**src/rtl/sap_bus_seq.sv**
```systemverilog
// Bus transfer sequencer: debounced go starts a RD->WR (or switch->WR) move; SAP_GO_DEBOUNCE_EN enables the filter.
// Latency: go_db 2+DB_CYCLES cycles after go (3 without filter); mode 0 commits at R+2, mode 1 at R+1.
// Backpressure: hlt freezes RD/WR and masks strobes; go edges outside IDLE or under hlt are dropped.
module sap_bus_seq #(
    parameter int DATA_W    = 8,
    parameter int N_MOD     = 16,
    parameter int DB_CYCLES = 65536,
    localparam int SEL_W    = $clog2(N_MOD)
) (
    input  logic                    CLK,
    input  logic                    RESET,
    input  logic                    go,
    input  logic                    mode,
    input  logic [SEL_W-1:0]        src_sel,
    input  logic [SEL_W-1:0]        dst_sel,
    input  logic [DATA_W-1:0]       prog_in,
    input  logic [N_MOD*DATA_W-1:0] mod_dout,
    input  logic                    hlt,
    output logic [N_MOD-1:0]        oe,
    output logic [N_MOD-1:0]        we,
    output logic [DATA_W-1:0]       bus_data,
    output logic                    go_db,
    output logic                    busy,
    output logic                    done,
    output logic                    err
);

    localparam logic [1:0] ST_IDLE = 2'd0;
    localparam logic [1:0] ST_RD   = 2'd1;
    localparam logic [1:0] ST_WR   = 2'd2;

    logic go_m_q, go_s_q;
    logic go_db_q, go_db_prev_q;

    always_ff @(posedge CLK) begin
        if (RESET) begin
            go_m_q       <= 1'b0;
            go_s_q       <= 1'b0;
            go_db_prev_q <= 1'b0;
        end else begin
            go_m_q       <= go;
            go_s_q       <= go_m_q;
            go_db_prev_q <= go_db_q;
        end
    end

`ifdef SAP_GO_DEBOUNCE_EN
    localparam int CNT_W = (DB_CYCLES > 1) ? $clog2(DB_CYCLES) : 1;

    logic [CNT_W-1:0] db_cnt_q, db_cnt_d;
    logic             go_db_d;

    // Any disagreement that does not persist for DB_CYCLES cycles restarts the count.
    always_comb begin
        db_cnt_d = db_cnt_q;
        go_db_d  = go_db_q;
        if (go_s_q == go_db_q) begin
            db_cnt_d = '0;
        end else if (db_cnt_q == CNT_W'(DB_CYCLES - 1)) begin
            go_db_d  = ~go_db_q;
            db_cnt_d = '0;
        end else begin
            db_cnt_d = db_cnt_q + CNT_W'(1);
        end
    end

    always_ff @(posedge CLK) begin
        if (RESET) begin
            db_cnt_q <= '0;
            go_db_q  <= 1'b0;
        end else begin
            db_cnt_q <= db_cnt_d;
            go_db_q  <= go_db_d;
        end
    end
`else
    always_ff @(posedge CLK) begin
        if (RESET) begin
            go_db_q <= 1'b0;
        end else begin
            go_db_q <= go_s_q;
        end
    end
`endif

    logic [1:0]        state_q, state_d;
    logic [SEL_W-1:0]  src_q, src_d;
    logic [SEL_W-1:0]  dst_q, dst_d;
    logic [DATA_W-1:0] bus_q, bus_d;
    logic              err_q, err_d;
    logic [DATA_W-1:0] rd_dat;
    logic              start, dst_bad, src_bad, reject;

    always_comb begin
        rd_dat = '0;
        for (int k = 0; k < N_MOD; k++) begin
            if (src_q == SEL_W'(k)) begin
                rd_dat = mod_dout[k*DATA_W +: DATA_W];
            end
        end
    end

    assign start   = go_db_q && !go_db_prev_q && (state_q == ST_IDLE) && !hlt;
    assign dst_bad = 32'(dst_sel) >= N_MOD;
    assign src_bad = (32'(src_sel) >= N_MOD) || (src_sel == dst_sel);
    assign reject  = dst_bad || (!mode && src_bad);

    always_comb begin
        state_d = state_q;
        src_d   = src_q;
        dst_d   = dst_q;
        bus_d   = bus_q;
        err_d   = err_q;
        case (state_q)
            ST_IDLE: begin
                if (start) begin
                    src_d = src_sel;
                    dst_d = dst_sel;
                    if (reject) begin
                        err_d = 1'b1;
                    end else begin
                        err_d = 1'b0;
                        if (mode) begin
                            state_d = ST_WR;
                            bus_d   = prog_in;
                        end else begin
                            state_d = ST_RD;
                        end
                    end
                end
            end
            ST_RD: begin
                if (!hlt) begin
                    bus_d   = rd_dat;
                    state_d = ST_WR;
                end
            end
            ST_WR: begin
                if (!hlt) begin
                    state_d = ST_IDLE;
                end
            end
            default: state_d = ST_IDLE;
        endcase
    end

    always_ff @(posedge CLK) begin
        if (RESET) begin
            state_q <= ST_IDLE;
            src_q   <= '0;
            dst_q   <= '0;
            bus_q   <= '0;
            err_q   <= 1'b0;
        end else begin
            state_q <= state_d;
            src_q   <= src_d;
            dst_q   <= dst_d;
            bus_q   <= bus_d;
            err_q   <= err_d;
        end
    end

    // Strobes are decoded from state so a reset between RD and WR can never leave a write pending.
    always_comb begin
        oe = '0;
        we = '0;
        for (int k = 0; k < N_MOD; k++) begin
            oe[k] = (state_q == ST_RD) && !hlt && (src_q == SEL_W'(k));
            we[k] = (state_q == ST_WR) && !hlt && (dst_q == SEL_W'(k));
        end
    end

    assign bus_data = bus_q;
    assign go_db    = go_db_q;
    assign busy     = (state_q != ST_IDLE);
    assign done     = (state_q == ST_WR) && !hlt;
    assign err      = err_q;

endmodule

```
**config.mk**
```make
export PLATFORM = sky130hd
export DESIGN_NAME = sap_bus_seq
export DESIGN_NICKNAME = d
export VERILOG_FILES = /design/src/rtl/sap_bus_seq.sv
export SDC_FILE = /design/constraint.sdc
export NUM_CORES = 1
export LEC_CHECK = 0
export ABC_AREA = 1
export BUFFER_PORTS_ARGS = -buffer_cell sky130_fd_sc_hd__buf_2
export CORE_MARGIN = 1.5
export CORE_UTILIZATION = 43
export DETAILED_ROUTE_END_ITERATION = 16
export PLACE_DENSITY_LB_ADDON = 0.15
export SETUP_SLACK_MARGIN = 0.5
export SLEW_MARGIN = 5
export SYNTH_ARGS = -nofsm -noshare
export SYNTH_HDL_FRONTEND = slang
export SYNTH_SLANG_ARGS = --single-unit
```
**constraint.sdc**
```tcl
create_clock -name CLK -period 2.31 [get_ports CLK]
set_input_delay 0.231 -clock CLK [delete_from_list [all_inputs] [get_ports CLK]]
set_output_delay 0.231 -clock CLK [all_outputs]
set_load 0.02 [all_outputs]
```
==> results of run 1 <==
area by class of cell:
| class | count | share of cell area, % |
|---|---|---|
| flip-flops and latches | 23 | 13.0 |
| inverters | 65 | 6.82 |
| multi-input cells | 331 | 47.1 |
| well taps | 70 | 2.38 |
| repair buffers | 205 | 29.5 |
| clock buffers | 4 | 1.22 |
metrics by stage:
stage	instance area [um^2]	util, %
after floorplan	2340	-
after global placement	3370	65.1
after CTS	3470	67.1
after global routing	3690	71.3
final	3690	71.3
after detailed placement	3370	65.1
cell families (layout without fill, tap and decap cells):
group	after synthesis	count (layout)	synth area share, %
compound gates	66	66	15.1
flops	23	23	19.7
buf+inv	71	274	11.6
xor+xnor	2	2	0.751
simple gates	263	263	52.8
per-layer routing:
layer | vias to the layer above | share of wire [%] | track usage [%]
met5 | - | 0 | 0
met2 | 189 | 49 | 52.5
met3 | 29 | 7.4 | 3.93
li1 | 1781 | - | -
met4 | 0 | 3.1 | 11.3
met1 | 1557 | 41 | 37.9
cell usage after synthesis:
library cell,n,share of area (%)
inv_2,6,0.97
nor2_8,2,1.7
nand2_4,2,0.97
nand3b_1,1,0.32
dfxtp_1,23,20
a21oi_1,42,9.0
nor2_1,69,11
nor2_4,4,1.9
nor4_2,1,0.54
inv_1,58,9.3
xor2_1,2,0.75
nand2_1,100,16
a21oi_2,6,2.3
nand4_1,21,5.6
inv_4,1,0.27
buf_2,2,0.43
or2_2,5,1.3
nand2_2,1,0.27
clkbuf_1,4,0.64
o21ai_0,18,3.9
or2_0,4,1.1
nor3_1,11,2.4
nand3_1,34,7.3
nor2_2,8,2.1
state kept, by name (all words and copies together), names as in the netlist:
signal        flops
state_q           2
go_db_prev_q      1
go_db             1
dst_q             4
go_s_q            1
src_q             4
go_m_q            1
bus_data          8
err               1
repair_timing:
item                                    CTS  global route
setup buffers                             1            10
resized for setup                        14            39
endpoints found under the setup margin   15            40
pin swaps                                 1            16
cloned                                    0             1
power breakdown:
part / total, mW / internal [mW] / leakage (nW) / switching [mW]
sequential: 0.411 / 0.401 / 0.191 / 0.00925
combinational: 0.310 / 0.152 / 1.75 / 0.158
clock: 0.251 / 0.123 / 0.0228 / 0.128
total: 0.972 / 0.676 / 1.96 / 0.295
worst register-to-register path, stage by stage, from the launching register on:
cell     delay [ps]
dfxtp_4         410
nor2_4           60
buf_12          140
nand3_1          80
nand3_1          90
nor2_2          150
nand4_1         120
nand2_1          90
nand4_1         110
nor2_2          180
nand4_1         100
nand2_1          90
a21oi_2          60
how the worst max path moves through the flow:
stage,startpoint,end,slack (ps),cells past startpoint
final,src_q[2],bus_data[3],530,12
after global routing,src_q[1],bus_data[4],370,10
after CTS,src_q[2],oe[12],490,5
after detailed placement,src_q[0],bus_data[7],380,10
after global placement,src_q[0],bus_data[7],400,10
after floorplan,go_db,bus_data[1],670,7
==> impl_results.md, run 1 <==
* Syn avg cell area at 5.49 um^2
* Register area share after synthesis at between 10% and 20%
* Cells after DPL at between 600 and 700
* CP Buf/Inv Count at 1
* Row count at 26
* Die ar. at 5880 um^2
* Vias in the first global route at 3317
* Crit path max fanout at 19
* Die X at 76.7 um
* Cell family with most CP delay: simple AND/OR/NAND/NOR gates
* Final ANT Viol Nets at 0
* Largest net degree at the start of global routing at 20
* Max clock buf depth at 2
* Pre-CTS setup slack at 379 ps
* Root buf cell: clkbuf_8
* R2R cell count at 12
* DP HPWL at 7480 um
* Reg2reg start: src_q[2]
* Routed via count at between 3000 and 4000
* WHS Path Cells at 3
* Antenna violations before repair at 0
* FF/Latch Area at 478 um^2
* Worst hold slack at 158 ps
* Final Critical Period at roughly 1800 ps
* Setup violators final at 0
* Yosys reg bits at 23
* Initial drt markers at 154
* Hold_sp: go
* Final Non-Filler Cells at 698
* Most frequent cell on the critical path: nand4_1
* Slew headroom at 60.6%
* Worst R2R Setup Slack at around 530 ps
* Skew final at 2.07 ps
* Worst Max-Slew Pin Slew at 590 ps
* Number of buffers created by CTS at 3
* Cts hold-fix bufs at 0
* First-pass GRT wire length at 14600 um
* Max-cap violation count at 0
* Multi-input gate area at 1740 um^2
* First-pass detailed-route iteration total at 4
* Die H at 76.7 um
* RD Place Congestion at roughly 0.93
* Post-route setup slack at 533 ps
* Final wirelength at 9280 um
* CP endpoint kind: flip-flop
* RSZ-0062 raised after global routing: yes
* TritonCTS clock tree: done
* Worst skew pair latency at 270 ps
* Initial Util at 45.1%
* Total power at slightly below 1 mW
* Worst setup SP type: flip-flop
* CTS Sinks at 23
* Leading cell types in the layout, fill and taps excluded: buf_2, nand2_1, nor2_1
* Period utilization at 76.9%
* CP max stage cell: dfxtp_4
* Layout cells sized above 1 at 43.6%
* Syn-to-layout area delta at 58.0%
* Maximum VDD drop at 209 uV
* IO Pins at 193
* Static leakage at slightly below 2 nW
* Syn Nets at 574
* Antenna cells at 0
* Critical-path cell list: nor2_4 -> buf_12 -> nand3_1 -> nand3_1 -> nor2_2 -> nand4_1 -> nand2_1 -> nand4_1 -> nor2_2 -> nand4_1 -> nand2_1 -> a21oi_2
* R2r endpoint: bus_data[3]
* Post-synth cell types at 24
* Max stage delay on crit path at 410 ps
* P per Cell Area at about 260 nW/um^2
* Maximum clock frequency at between 0.5 and 0.6 GHz
* WP data arrival at 1940 ps
* Most common cell after layout, fill and taps aside: buf_2
* Drt drc at 0
* Vias per inst at about 5.1
* Sum Neg Setup Slack at 0 ps
* Clock slew at reported path FFs at 80 ps
* Fin. max-slew vios at 0
* CP Class: reg2reg
* Status: finished clean
* Hold WC Path Type: in2reg
* Port Buffers at 192
* Gate Count Post-Synth at ~430
* Layout Nets at 778
* Fill count at 510
* Congestion Overflow GR at 0
* H-tree depth at 1
* Critical Path RT at 2470 ps
* Synthesized cell area at 2330 um^2
* All-layer global routing usage at 30.2%
* Hold-critical path endpoint: go_m_q
* Area of the core at 5170 um^2
* Fin. Hold Viols at 0
* Per-cell routed wire length at 13.3 um
* YS warnings at 0
No activity file was read; power rests on OpenSTA's default activity.
==> run 2: changes to the inputs <==
- CORE_UTILIZATION: 43 -> 40
- clock period: 2.31 -> 1.7 ns (I/O delays scaled with it)
==> impl_results.md, run 2 (same netlist as run 1, synthesis figures left out) <==
* Status: finished, violations left
* Failing checks: negative setup slack
* GRT met2 Usage at 62.3% (+9.8 points)
* Max-cap violation count at 0 (unchanged)
* Reg2reg start: src_q[0]
* Worst Max-Slew Pin Slew at 597 ps (+6.28 ps)
* Leading cell types in the layout, fill and taps excluded: buf_2, nand2_1, inv_1
* Most common cell after layout, fill and taps aside: buf_2
* Root buf cell: clkbuf_8
* Worst setup SP type: flip-flop
* Worst skew pair latency at 270 ps (about the same)
* Final Non-Filler Cells at 717 (+2.7%)
* First-pass detailed-route iteration total at 4 (unchanged)
* Met3 usage at 4.69% (+0.76 points)
* TritonCTS clock tree: done
* Port Buffers at 192 (unchanged)
* Critical-path cell list: nor2_4 -> buf_12 -> nand3_2 -> nand2_2 -> nor2_2 -> nand4_1 -> nor2_1 -> nand3_1 -> nand2_1 -> nand3_1 -> nand2_1 -> nand3_1 -> nand2_1 -> a21oi_2
* Period utilization at 109% (+32 points)
* Skew final at 2.34 ps (+0.266 ps)
* Final Critical Period at 1840 ps (+67.5 ps)
* RD Place Congestion at 0.933 (-0.26%)
* Maximum VDD drop at 323 uV (+55%)
* Worst hold slack at 105 ps (-52.9 ps)
* Static leakage at 2.20 nW (+12%)
* Drt drc at 0 (unchanged)
* Final wirelength at 10400 um (+13%)
* RSZ-0062 raised after global routing: yes
* Die ar. at 6300 um^2 (+7.2%)
* Clock slew at reported path FFs at 90 ps (about the same)
* WHS Path Cells at 3 (unchanged)
* Layout Nets at 795 (+2.2%)
* Row count at 27 (+3.8%)
* CP Class: reg2reg
* Maximum clock frequency at 0.542 GHz (-3.7%)
* Vias per inst at 5.21 (+2.2%)
* Syn-to-layout area delta at 87.7%
* Slew headroom at 60.2% (-0.42 points)
* Routed via count at 3734 (+5.0%)
* Hold_sp: go
* Cts hold-fix bufs at 0 (unchanged)
* Final ANT Viol Nets at 0 (unchanged)
* Number of buffers created by CTS at 3 (unchanged)
* Cells after DPL at 699 (+2.5%)
* Post-route setup slack at -145 ps (-677 ps)
* First-pass GRT wire length at 15700 um (+7.5%)
* IO Pins at 193 (unchanged)
* Layout cells sized above 1 at 54.9% (+11 points)
* Largest register FFs at 8 (unchanged)
* Hold WC Path Type: in2reg
* Largest net degree at the start of global routing at 19 (-5.0%)
* Worst R2R Setup Slack at -140 ps (-680 ps)
* Antenna violations before repair at 0 (unchanged)
* DP HPWL at 7900 um (+5.6%)
* Area of the core at 5570 um^2 (+7.8%)
* Crit path max fanout at 8 (-11)
* Die H at 79.4 um (+3.5%)
* WP data arrival at 2010 ps (+70 ps)
* R2R cell count at 14 (+2)
* Initial Util at 41.9% (-3.3 points)
* CP endpoint kind: flip-flop
* Setup violators final at 6 (+6)
* Congestion Overflow GR at 0 (unchanged)
* CTS Sinks at 23 (unchanged)
* Critical Path RT at 1870 ps (-600 ps)
* CP max stage cell: dfxtp_4
* Fin. max-slew vios at 0 (unchanged)
* Hold-critical path endpoint: go_m_q
* All-layer global routing usage at 31.6% (+1.4 points)
* P per Cell Area at 317 nW/um^2 (+20%)
* Global-route track usage on met1 at 33.8% (-4.1 points)
* Die X at 79.4 um (+3.5%)
* Per-cell routed wire length at 14.6 um (+9.6%)
* Antenna cells at 0 (unchanged)
* Initial drt markers at 124 (-19%)
* Max stage delay on crit path at 430 ps (+20 ps)
* H-tree depth at 1 (unchanged)
* R2r endpoint: bus_data[5]
* Vias in the first global route at 3557 (+7.2%)
* Max clock buf depth at 2 (unchanged)
* Final Util at 78.6% (+7.3 points)
* Fin. Hold Viols at 0 (unchanged)
* GR peak layer: met2
-- run 2: layout make-up --
class,count,area (um^2)
well taps,72,90.1
repair buffers,221,1390
fillers,445,1190
multi-input cells,332,2100
clock inverters,1,6.26
flip-flops and latches,23,482
inverters,65,277
clock buffers,3,41.3
-- run 2: repair_timing --
item,CTS,global route
buffers inserted,9,3
cloned,2,0
pin swaps,16,17
hold endpoints to repair,0,0
gates resized for setup,74,31
endpoints found under the setup margin,50,52
-- run 2: routing by layer --
layer  wire, um  share of wire (%)  vias to the layer above
li1           -                  -                     1817
met1       3930                 38                     1682
met2       5450                 52                      197
met3        676                6.5                       38
met4        385                3.7                        0
met5          0                  0                        -
-- run 2: worst max-delay path by stage --
stage / from / endpoint / slack, ps / depth (start not counted)
after floorplan: src_q[0] / bus_data[1] / 250 / 13
after global placement: src_q[2] / bus_data[0] / -50 / 13
after detailed placement: src_q[2] / bus_data[7] / -70 / 13
after CTS: src_q[3] / bus_data[7] / -30 / 11
after global routing: src_q[0] / bus_data[5] / -210 / 14
final: src_q[0] / bus_data[5] / -140 / 14
-- run 2: report_power, final --
group / switching, mW / internal (mW) / total [mW] / leakage [nW]
Combinational: 0.245 / 0.225 / 0.470 / 1.98
Sequential: 0.0146 / 0.545 / 0.559 / 0.191
Clock: 0.191 / 0.167 / 0.358 / 0.0260
-- run 2: worst max-delay path: cells and delay by family, from the launching register on --
family	cells	cell delay, ps
AO/OA/AOI/OAI	1	50
flip-flops	1	430
AND/OR/NAND/NOR	12	1140
buffers and inverters	1	130
-- run 2: per-stage QoR --
| step | instance area, um^2 | TNS [ps] | power [mW] | setup slack [ps] |
|---|---|---|---|---|
| 6_report | 4380 | -224 | 1.39 | -145 |
| 5_1_grt | 4380 | -1220 | 1.45 | -206 |
| 4_1_cts | 4250 | -39.9 | 1.36 | -31.3 |
| 3_5_place_dp | 3820 | -211 | 0.985 | -69.8 |
| 3_3_place_gp | 3820 | -127 | 0.983 | -53.5 |
| 2_1_floorplan | 2680 | 0 | 0.742 | 254 |
==> run 3: changes to the inputs <==
- CORE_UTILIZATION: 40 -> 36
- TNS_END_PERCENT: unset -> 10
- clock period: 1.7 -> 1.6 ns (I/O delays scaled with it)
==> impl_results.md, run 3 (same netlist as run 1, synthesis figures left out) <==
* Status: finished, violations left
* Failing checks: negative setup slack
* Area of the core at 6310 um^2 (+13%)
* Per-cell routed wire length at 13.1 um (-10%)
* Max clock buf depth at 2 (unchanged)
* Number of buffers created by CTS at 3 (unchanged)
* Fin. max-slew vios at 0 (unchanged)
* Die ar. at 6970 um^2 (+11%)
* CP Class: reg2out
* Hold WC Path Type: in2reg
* Max-cap violation count at 0 (unchanged)
* Critical Path RT at 1440 ps (-430 ps)
* Layout cells sized above 1 at 52.3% (-2.6 points)
* Placed instance area at 3850 um^2 (+0.82%)
* All-layer global routing usage at 27.0% (-4.6 points)
* Root buf cell: clkbuf_8
* WHS Path Cells at 3 (unchanged)
* Layout Nets at 817 (+2.8%)
* IO Pins at 193 (unchanged)
* WP depth at 9 (-5)
* TritonCTS clock tree: done
* Die X at 83.5 um (+5.2%)
* Clock power share at 24.6% (-1.2 points)
* Period utilization at 114%
* Switching Power at 0.442 mW (-1.9%)
* Initial Util at 37.0% (-4.9 points)
* Initial drt markers at 127 (+2.4%)
* Logic gate share of total power at 34.6% (+0.7 points)
* Antenna cells at 0 (unchanged)
* Fin. Hold Viols at 0 (unchanged)
* Die H at 83.5 um (+5.2%)
* Final wirelength at 9740 um (-6.8%)
* Static leakage at 2.21 nW (+0.86%)
* Vias in the first global route at 3575 (+0.51%)
* Total power at 1.45 mW (+4.5%)
* P per Cell Area at 337 nW/um^2 (+6.3%)
* Post-Layout Inst Area at 4310 um^2 (-1.7%)
* Antenna violations before repair at 0 (unchanged)
* DP HPWL at 7750 um (-2.0%)
* R2R cell count at 15 (+1)
* WP data arrival at 1660 ps (-350 ps)
* Congestion Overflow GR at 0 (unchanged)
* Max stage delay on crit path at 380 ps (-50 ps)
* First-pass detailed-route iteration total at 4 (unchanged)
* CP Buf/Inv Count at 6 (+5)
* Slew headroom at 61.1% (+0.95 points)
* RSZ-0062 raised after global routing: yes
* Largest register FFs at 8 (unchanged)
* Largest net degree at the start of global routing at 19 (unchanged)
* Row count at 29 (+7.4%)
* CTS Sinks at 23 (unchanged)
* First-pass GRT wire length at 15700 um (-0.22%)
* Cts hold-fix bufs at 0 (unchanged)
* Port Buffers at 192 (unchanged)
* Maximum VDD drop at 264 uV (-18%)
* Setup violators final at 19 (+13)
* Critical-path cell list: nor2_4 -> buf_4 -> inv_2 -> buf_4 -> nor2_4 -> inv_2 -> buf_4 -> nor2_2 -> buf_4
* Skew final at 5.97 ps (+3.64 ps)
* Maximum clock frequency at 0.549 GHz
* H-tree depth at 1 (unchanged)
* Drt drc at 0 (unchanged)
* RD Place Congestion at 0.905 (-2.9%)
* Vias per inst at 4.93 (-5.3%)
* Cell family with most CP delay: buffers and inverters
* Crit path max fanout at 6 (-2)
* Post-route setup slack at -223 ps (-78.2 ps)
* Sw Ratio at 30.5% (-2.0 points)
* Worst Max-Slew Pin Slew at 583 ps (-14.2 ps)
* Worst skew pair latency at 260 ps (about the same)
* Final Critical Period at between 1500 and 2000 ps
* Syn-to-layout area delta at 84.6%
* CP max stage cell: dfxtp_4
* Routed via count at 3668 (-1.8%)
* CP endpoint kind: output pin
* Most common cell after layout, fill and taps aside: buf_2
* Leading cell types in the layout, fill and taps excluded: buf_2, nand2_1, buf_4
* Worst setup SP type: flip-flop
* Reg power frac at 40.7% (+0.4 points)
* Most frequent cell on the critical path: buf_4
* Int Power at 1.01 mW (+7.5%)
* Clock slew at reported path FFs at 80 ps (about the same)
* Final ANT Viol Nets at 0 (unchanged)
-- run 3: cell count changes in the layout (fill, tap and decap cells not counted), sizes merged --
cell | previous run | this run
buf | 220 | 243
inv | 66 | 65
-- run 3: worst reg2reg max path: cells and delay by family (launching register included) --
kind / cells / cell delay, ps
AOI/OAI and AO/OA: 1 / 60
buffers and inverters: 2 / 250
DFF: 1 / 390
and+or+nand+nor: 12 / 1040
-- run 3: path summary, 6_finish.rpt --
kind                            slack, ps     endpoint  startpoint
worst max-delay path                 -220       oe[12]    src_q[0]
worst min-delay path                  110       go_m_q          go
worst max register to register       -210  bus_data[5]    src_q[0]
worst min register to register        400        go_db      go_s_q
-- run 3: timing repair --
item	CTS	global route
resized for setup	47	36
gates cloned	0	1
setup endpoints to repair	53	53
pin swaps	33	26
buffers inserted	13	2
-- run 3: cell type report --
type                       count  area, um^2
clock buffer                   4        45.0
fill                         601        2010
inverter                      65         251
tap                           77        96.3
sequential                    23         479
multi-input combinational    332        1920
timing repair buffer         243        1510
-- run 3: power by group through the flow --
stage | Sequential, mW | Clock [mW] | Combinational [mW]
final | 0.591 | 0.357 | 0.502
after global routing | 0.593 | 0.408 | 0.552
after CTS | 0.590 | 0.368 | 0.472
after detailed placement | 0.606 | 0 | 0.439
after global placement | 0.605 | 0 | 0.436
after floorplan | 0.611 | 0 | 0.171
-- run 3: metrics by stage --
step                TNS, ps  hold WS [ps]  setup slack, ps  util [%]  std cells
floorplan                 0           222              152         -        425
global placement       -621           378             -175      61.0        724
detailed placement     -954           391             -227      61.0        724
CTS                   -2210           106             -196      66.1        741
global route          -5290           102             -356      68.2        744
finish                -2080           108             -223      68.2        744
-- run 3: metal layers --
metal,GRT usage (%),vias to the layer above,wire length (um)
met5,0,-,0
met4,6.56,0,204
met3,3.66,24,590
met2,50.4,171,4980
met1,32.6,1608,3960
li1,-,1865,-
